$ cat config.mk
export PLATFORM = sky130hd
export DESIGN_NAME = gprf_wb_sched
export DESIGN_NICKNAME = d
export VERILOG_FILES = /design/src/rtl/gprf_wb_sched.sv
export SDC_FILE = /design/constraint.sdc
export NUM_CORES = 1
export LEC_CHECK = 0
export ABC_AREA = 0
export CAP_MARGIN = 20
export CORE_AREA = 2 2 58 114
export CTS_CLUSTER_DIAMETER = 80
export CTS_CLUSTER_SIZE = 12
export DETAILED_ROUTE_END_ITERATION = 16
export DIE_AREA = 0 0 60 116
export GPL_TIMING_DRIVEN = 0
export PLACE_DENSITY = 0.77
export SLEW_MARGIN = 20
export SYNTH_ARGS = -nofsm -noshare
export SYNTH_HDL_FRONTEND = slang
export SYNTH_SLANG_ARGS = --single-unit
$ cat constraint.sdc
create_clock -name clk -period 2.7 [get_ports clk]
set_input_delay 0.54 -clock clk [delete_from_list [all_inputs] [get_ports clk]]
set_output_delay 0.54 -clock clk [all_outputs]
set_load 0.1 [all_outputs]
$ cat src/rtl/gprf_wb_sched.sv
// GPR write-port scheduler: load returns beat ALU writebacks; in-order load rd-tag FIFO drives RAW/WAW hazard flags.
// Latency: zero; the write port is combinational from the winning handshake and lands at the closing posedge.
// Backpressure: an ALU write stalls during a load return or a WAW hit; issue stalls only when full with no pop.
module gprf_wb_sched #(
  parameter int XLEN           = 32,
  parameter int GPR_AW         = 5,
  parameter int LD_OUTSTANDING = 2
) (
  input  logic                                  clk,
  input  logic                                  rst_n,
  input  logic                                  alu_wb_vld,
  output logic                                  alu_wb_rdy,
  input  logic [GPR_AW-1:0]                     alu_wb_rd,
  input  logic [XLEN-1:0]                       alu_wb_data,
  input  logic                                  ld_iss_vld,
  output logic                                  ld_iss_rdy,
  input  logic [GPR_AW-1:0]                     ld_iss_rd,
  input  logic                                  ld_wb_vld,
  output logic                                  ld_wb_rdy,
  input  logic [XLEN-1:0]                       ld_wb_data,
  input  logic [GPR_AW-1:0]                     chk_raddr1,
  input  logic [GPR_AW-1:0]                     chk_raddr2,
  input  logic [GPR_AW-1:0]                     chk_waddr,
  output logic                                  chk_busy,
  output logic [GPR_AW-1:0]                     gpr_waddr,
  output logic [XLEN-1:0]                       gpr_wdata,
  output logic                                  gpr_wen,
  output logic [$clog2(LD_OUTSTANDING+1)-1:0]   ld_pend_cnt
);

  localparam int PW = (LD_OUTSTANDING > 1) ? $clog2(LD_OUTSTANDING) : 1;
  localparam int CW = $clog2(LD_OUTSTANDING + 1);
  localparam logic [CW-1:0] DEPTH = CW'(LD_OUTSTANDING);
  localparam logic [PW-1:0] LAST  = PW'(LD_OUTSTANDING - 1);

  logic [GPR_AW-1:0]         tag_q [LD_OUTSTANDING];
  logic [GPR_AW-1:0]         tag_d [LD_OUTSTANDING];
  logic [LD_OUTSTANDING-1:0] ent_vld_q, ent_vld_d;
  logic [PW-1:0]             wr_ptr_q, wr_ptr_d;
  logic [PW-1:0]             rd_ptr_q, rd_ptr_d;
  logic [CW-1:0]             cnt_q, cnt_d;

  logic ld_push, ld_pop, alu_hs, waw_hit;

  function automatic logic [PW-1:0] ptr_inc(input logic [PW-1:0] p);
    return (p == LAST) ? '0 : p + PW'(1);
  endfunction

  // Handshakes: a load return always wins the write port; a full FIFO still accepts a push when it pops.
  assign ld_wb_rdy   = (cnt_q != '0);
  assign ld_pop      = ld_wb_vld && ld_wb_rdy;
  assign ld_iss_rdy  = (cnt_q < DEPTH) || ld_pop;
  assign ld_push     = ld_iss_vld && ld_iss_rdy;
  assign alu_wb_rdy  = !ld_pop && !waw_hit;
  assign alu_hs      = alu_wb_vld && alu_wb_rdy;
  assign ld_pend_cnt = cnt_q;

  // Hazard match against pending non-x0 load destinations (current contents only)
  always_comb begin
    waw_hit  = 1'b0;
    chk_busy = 1'b0;
    for (int i = 0; i < LD_OUTSTANDING; i++) begin
      if (ent_vld_q[i] && (tag_q[i] != '0)) begin
        if (tag_q[i] == alu_wb_rd) waw_hit = 1'b1;
        if ((tag_q[i] == chk_raddr1) || (tag_q[i] == chk_raddr2) || (tag_q[i] == chk_waddr))
          chk_busy = 1'b1;
      end
    end
  end

  // Write port mux: load return first, then ALU; x0 writes complete but are not enabled
  always_comb begin
    gpr_wen   = 1'b0;
    gpr_waddr = '0;
    gpr_wdata = '0;
    if (ld_pop) begin
      gpr_waddr = tag_q[rd_ptr_q];
      gpr_wdata = ld_wb_data;
      gpr_wen   = (tag_q[rd_ptr_q] != '0);
    end else if (alu_hs) begin
      gpr_waddr = alu_wb_rd;
      gpr_wdata = alu_wb_data;
      gpr_wen   = (alu_wb_rd != '0);
    end
  end

  // FIFO next state: pop clears the head first so a full-FIFO push into the same slot stays valid
  always_comb begin
    tag_d     = tag_q;
    ent_vld_d = ent_vld_q;
    wr_ptr_d  = wr_ptr_q;
    rd_ptr_d  = rd_ptr_q;
    if (ld_pop) begin
      ent_vld_d[rd_ptr_q] = 1'b0;
      rd_ptr_d            = ptr_inc(rd_ptr_q);
    end
    if (ld_push) begin
      ent_vld_d[wr_ptr_q] = 1'b1;
      tag_d[wr_ptr_q]     = ld_iss_rd;
      wr_ptr_d            = ptr_inc(wr_ptr_q);
    end
    cnt_d = cnt_q + CW'(ld_push) - CW'(ld_pop);
  end

  // State registers; reset drops every outstanding load
  always_ff @(posedge clk or negedge rst_n) begin
    if (!rst_n) begin
      for (int i = 0; i < LD_OUTSTANDING; i++) tag_q[i] <= '0;
      ent_vld_q <= '0;
      wr_ptr_q  <= '0;
      rd_ptr_q  <= '0;
      cnt_q     <= '0;
    end else begin
      tag_q     <= tag_d;
      ent_vld_q <= ent_vld_d;
      wr_ptr_q  <= wr_ptr_d;
      rd_ptr_q  <= rd_ptr_d;
      cnt_q     <= cnt_d;
    end
  end

endmodule

## Yosys cells after proc, flatten, opt, wreduce, memory -nomap -nowiden

Index checks and enable logic that the tools add are counted.

| word-level totals | value |
|---|---|
| input port bits | 94 |
| word-level logic and storage cells | 80 |
| output and inout bits | 44 |
| flip-flop bits (word level) | 16 |

| operators by class | value |
|---|---|
| reduce and logical (&&, ||, !) cells | 21 |
| $add $sub $neg | 4 |
| equal/unequal tests | 8 |
| order comparisons | 8 |
| muxes and demuxes | 28 |
| bitwise operators | 5 |

Operator list:

| kind | count |
|---|---|
| two-way mux 32 bit | 2 |
| equality test 5 bit | 8 |
| two-way mux 5 bit | 6 |
| nonzero test 5 bit | 4 |
| two-way mux 1 bit | 14 |
| bitwise mux 10 bit | 1 |
| logical AND 1 bit | 9 |
| demux 5 bit (select 1 bit) | 1 |
| logical OR 1 bit | 5 |
| greater-or-equal comparator 2 bit, second input constant | 2 |
| less-than comparator 1 x 2 -> 1 bit, second input constant | 2 |
| two-way mux 2 bit | 2 |
| NOT 1 -> 2 bit | 2 |
| adder 1 bit, second input constant | 2 |
| adder 2 x 1 -> 2 bit | 1 |
| bitwise AND 2 bit | 1 |
| demux 1 bit (select 1 bit) | 2 |
| greater-or-equal comparator 1 bit, second input constant | 2 |
| logical NOT 1 bit | 2 |
| less-than comparator 2 x 1 -> 1 bit, second input constant | 1 |
| less-than comparator 2 bit, second input constant | 1 |
| NOT 2 bit | 1 |
| OR 2 bit | 1 |
| nonzero test 2 bit | 1 |
| subtractor 2 x 1 -> 2 bit | 1 |

## Longest topological paths before layout

| depth | value |
|---|---|
| depth in word-level cells | 10 |
| depth in mapped cells | 9 |
| depth with buffers taken out | 8 |

## Worst setup path before layout

Ideal clock, no wire load.

| path | value |
|---|---|
| kind | register -> output |
| from | register cnt_q[1], in the netlist ld_pend_cnt[1] |
| to | output port gpr_wdata[12] |
| required time | 2,160 ps |
| buffers on the path | 1 |
| stages on the path, launching flop included | 6 |
| arrival time | 4,247 ps |
| path slack | -2,087 ps |
| cell sequence | dfrtp_1 or2_2 nand2_1 clkbuf_1 nand3_1 o21ai_0 |

| on the way | value |
|---|---|
| longest elaborated chain between the ends | 7 |

RTL lines:

| item | line | text |
|---|---|---|
| start: declaration | 41 | `logic [CW-1:0] cnt_q, cnt_d;` |
| start signal: assignment | 118 | `cnt_q <= cnt_d;` |
| nonzero test 2 bit * | 50 | `assign ld_wb_rdy = (cnt_q != '0);` |
| net ld_wb_rdy | 19 | `output logic ld_wb_rdy,` |
| logical AND 1 bit * | 51 | `assign ld_pop = ld_wb_vld && ld_wb_rdy;` |
| logical NOT 1 bit | 54 | `assign alu_wb_rdy = !ld_pop && !waw_hit;` |
| logical AND 1 bit | 54 |  |
| logical AND 1 bit | 55 | `assign alu_hs = alu_wb_vld && alu_wb_rdy;` |
| two-way mux 32 bit | 80 | `end else if (alu_hs) begin` |
| two-way mux 32 bit * | 76 | `if (ld_pop) begin` |
| end: declaration | 26 | `output logic [XLEN-1:0] gpr_wdata,` |

The timed path passes the listed nets; every way through them passes the cells marked *.

## Final worst setup path

| path | value |
|---|---|
| from | register tag_q[2] (netlist name) |
| to | output port gpr_waddr[0] |

| on the way | value |
|---|---|
| longest elaborated chain between the ends | 8 |
| elaborated cells between the ends (all ways) | 10 |
| classes of those cells | eq/ne: 1; mux: 4; reduce/logical: 5 |

RTL lines:

| item | line | text |
|---|---|---|
| start: declaration | 36 | `logic [GPR_AW-1:0] tag_q [LD_OUTSTANDING];` |
| start signal: assignment | 114 | `tag_q <= tag_d;` |
| equality test 5 bit or nonzero test 5 bit (tied branches) | 64, 63 |  |
| two-way mux 1 bit or logical AND 1 bit (tied branches) | 64, 63 |  |
| two-way mux 1 bit * | 63 | `if (ent_vld_q[i] && (tag_q[i] != '0)) begin` |
| logical NOT 1 bit * | 54 |  |
| logical AND 1 bit * | 54 |  |
| logical AND 1 bit * | 55 |  |
| two-way mux 5 bit * | 80 |  |
| two-way mux 5 bit * | 76 |  |
| end: declaration | 25 | `output logic [GPR_AW-1:0] gpr_waddr,` |

Mark *: on every way between the ends. The rest lies on a longest branch, timed or not.

==> reports/summary.md <==
Type of origin of the critical path: a flop. Summing the sequential cell areas from Yosys gives 21.07% of the chip area. The final worst setup slack was -156.3 ps. The register bit total from synthesis was 16; the maximum vdd drop was 0.9323 mV. The checks that failed: setup timing. Once the floorplan was initialized, standard cells occupied 31.38% of the core.

For this block, the routed nets add up to 9433 um of wire. The placeable core region was 6056 um^2. Of the cells placed in the final design, the portion with a size suffix greater than 1 is 37.05%.

Summing internal, switching and leakage power gives 5.536 mW. The sequential power share came out at 9.7%. The tools report the post-route clock skew as 2.089 ps. For this design the total switching power over the nets is 3.060 mW. The run gives 40 as the number of standard-cell rows in the floorplan. STA puts the critical path data required time at 2160 ps.

Summing all non-filler instances in the final layout gives an area of 4592 um^2. After synthesis, the largest area contributor takes up 21.07% of total cell area. The flow ran to the end, but the final reports show violations. The number of max-cap violations is 0, and the final global-route overflow total is 0. Entering global routing, the biggest net connects 17 pins. The tree is rooted in a sky130_fd_sc_hd__clkbuf_16. The area added between synthesis and finish works out to 141.6%.

In the synthesized netlist, the number of instances is 254. The critical path goes through or4_4 -> o21ai_4 -> or4_4 -> o31ai_4 -> buf_8 -> buf_12 -> o22ai_4 -> buf_12. The width of the die was 60 um. The cell-internal power was 2.477 mW; the total of warnings raised by yosys was 0. The via count of the first global-routing pass came out at 2644. For this design the static power due to leakage is 1.783 nW. Port buffering added 136 buffers.

Using the TritonRoute via totals, the vias-per-cell ratio works out to 5.169. For this block, the initial DRC count from the detailed router was 92. The most area-hungry cell type in the Yosys netlist was sky130_fd_sc_hd__dfrtp_1.

The worst setup slack after placement was -1461 ps; the minimum hold slack was 522.0 ps. The max-slew violation count came out at 0. Detailed placement ended at an HPWL of 6584 um.

The placed instances occupy a cell area of 3791 um^2. The run gives 5.6% as the clock network power share. Counting tap cells, the placed design contains a total of 474 instances. The count of non-filler cells in the finished layout is 497. The largest individual stage delay along the critical path comes from the cell sky130_fd_sc_hd__or4_4. The power density normalized to cell area was 1206 nW/um^2. Buffers inserted to repair hold after CTS numbered 0. The congestion estimate from routability-driven global placement came to 0.8317.

The average routed wire per standard cell is 18.98 um. For the number of antenna violations at the first check in global routing, the log shows 0. Net switching is 55.27% of the power. Along the worst path, the maximum fanout reaches 7. Combinational logic is responsible for 84.7% of the overall power. Clock latency on the worst-skew pair, taken at its later pin, is 250 ps.

In the post-synthesis netlist, the biggest area contributors are sky130_fd_sc_hd__dfrtp_1 (21%), sky130_fd_sc_hd__nand3_1 (12%), sky130_fd_sc_hd__xnor2_1 (12%), sky130_fd_sc_hd__xor2_1 (8.8%), sky130_fd_sc_hd__o21ai_0 (8.4%). Measured against its own limit, the worst slew margin works out to 34.50%. The number of nets in the synthesized netlist is 350. Setup repair after global routing could not meet its margin everywhere. In the routed design, unresolved DRC markers number 0. The detailed-route via count was 2569; the number of antenna cells inserted was 0. Averaged over all synthesized cells, the footprint is 7.483 um^2. In the final design database the tool counted 510 nets. Clock tree synthesis inserted a total of 3 buffers. Setup violations remaining at the end of the flow were counted as 39.

The slew of the pin with the lowest slew margin was 979.5 ps; the maximum level of the CTS H-tree was 1. The clock period minus final worst setup slack works out to 2856 ps. TritonCTS built the clock tree.

The tools report the number of buffers on the longest clock path as 2. The tools report the area of the die as 6960 um^2. The clock slew seen by the registers of the worst setup and hold paths works out to 50 ps.

The number of failing hold endpoints at the final stage was 0. Global routing used 25.24% of the available tracks across all layers. The cell area after synthesis came out at 1901 um^2. The nature of the critical path endpoint is an output pin. The first global-routing pass estimated 13010 um of wire. The clock net in this run drives a total of 16 sinks. In this run the remaining antenna-violating nets after routing total 0. The highest clock rate is 0.3501 GHz. The leading cell type in the layout, fill and taps excluded is sky130_fd_sc_hd__clkdlybuf4s50_1. The tools report the data arrival at the endpoint of the critical path as 2320 ps. The number of I/O pins came out at 138. The first detailed-routing pass ran for 4 iterations. Of the available clock period, the critical path in the final layout requires 105.8%.

The tools report the count of unique library cells instantiated by Yosys as 29. The die outline height is 116 um, and the setup TNS after final layout is -3998 ps. Leaving out fill and tap cells, the most frequent cells in the layout are sky130_fd_sc_hd__clkdlybuf4s50_1 (90), sky130_fd_sc_hd__nand3_1 (46), sky130_fd_sc_hd__buf_12 (42). The start-to-end type of the worst setup path is flop to output pin. Measured on the finished design, the core utilization comes to 75.83%. Peak per-stage delay on the critical path: 510 ps. The type of the worst min-delay path is flop to flop.
registers in the layout (all words and copies together), names as in the netlist:
| name | flops |
|---|---|
| tag_q | 10 |
| ent_vld_q | 2 |
| ld_pend_cnt | 2 |
| rd_ptr_q | 1 |
| wr_ptr_q | 1 |
layout make-up:
class                      instances  area [um^2]
clock buffer                       4        88.84
tap                               84        105.1
timing repair buffer             164         2022
buffer                            17        155.1
inverter                           2        7.507
sequential                        16        409.1
multi-input combinational        210         1804
fill                             353         1464
cell usage after synthesis:
master and number:
sky130_fd_sc_hd__clkinv_1 1, sky130_fd_sc_hd__o22ai_1 2, sky130_fd_sc_hd__or4_1 5, sky130_fd_sc_hd__a21oi_1 1
sky130_fd_sc_hd__nor2_1 3, sky130_fd_sc_hd__mux2_2 10, sky130_fd_sc_hd__xor2_1 19, sky130_fd_sc_hd__buf_4 4
sky130_fd_sc_hd__inv_1 1, sky130_fd_sc_hd__o21ai_1 2, sky130_fd_sc_hd__mux2i_1 5, sky130_fd_sc_hd__clkbuf_2 2
sky130_fd_sc_hd__nand2_1 37, sky130_fd_sc_hd__dfrtp_1 16, sky130_fd_sc_hd__o31ai_2 1, sky130_fd_sc_hd__o22ai_2 4
sky130_fd_sc_hd__buf_2 4, sky130_fd_sc_hd__xnor2_1 25, sky130_fd_sc_hd__o21ai_2 4, sky130_fd_sc_hd__ha_1 2
sky130_fd_sc_hd__clkbuf_1 13, sky130_fd_sc_hd__buf_6 2, sky130_fd_sc_hd__o21ai_0 32, sky130_fd_sc_hd__o211ai_1 1
sky130_fd_sc_hd__nand3_1 46, sky130_fd_sc_hd__buf_12 1, sky130_fd_sc_hd__or2_2 1, sky130_fd_sc_hd__nor3_1 9
sky130_fd_sc_hd__nand2b_1 1
what timing repair did:
action                     in CTS  in global routing
pin swaps                      16                 16
buffers inserted               15                 10
resized for setup             376                 37
setup endpoints to repair      41                 40
cloned                          3                  0
kinds of logic after synthesis:
family	Yosys count	synth area share, %
AND/OR/NAND/NOR	102	25.02
AO/OA/AOI/OAI	47	15.40
XOR/XNOR	44	20.28
buffers and inverters	28	8.361
flip-flops	16	21.07
multiplexers	15	8.558
adder cells (fa/ha/maj)	2	1.316
worst max-delay path: cells and delay by family (launching register included):
kind	cells	cell delay [ps]
compound gates	3	440
flops	1	460
buf+inv	3	510
simple gates	2	650
layer usage:
metal  track usage, %  vias to the layer above  share of wire (%)
met5                0                        -                  0
met1            21.29                     1204                 31
met2            50.22                      130                 55
met4            14.96                        0                6.8
met3            4.464                       40                6.9
li1                 -                     1195                  -
power by group through the flow:
stage | clock [mW] | combinational [mW] | sequential, mW
floorplan | 0 | 2.95 | 0.535
global placement | 0 | 3.84 | 0.430
detailed placement | 0 | 3.88 | 0.433
CTS | 0.318 | 4.53 | 0.489
global route | 0.330 | 4.87 | 0.547
finish | 0.312 | 4.69 | 0.536
worst paths after layout:
| kind | start | to | slack, ps | depth (start not counted) |
|---|---|---|---|---|
| hold reg to reg | wr_ptr_q | wr_ptr_q | 520 | 1 |
| hold / removal | wr_ptr_q | wr_ptr_q | 520 | 1 |
| setup / recovery | tag_q[2] | gpr_waddr[0] | -160 | 8 |
| max in group asynchronous | rst_n | ld_pend_cnt[1] | 1440 | 1 |
| setup reg to reg | ld_pend_cnt[1] | ld_pend_cnt[1] | 310 | 9 |
| min in group asynchronous | rst_n | ld_pend_cnt[1] | 730 | 1 |
No activity file was read; power rests on OpenSTA's default activity.
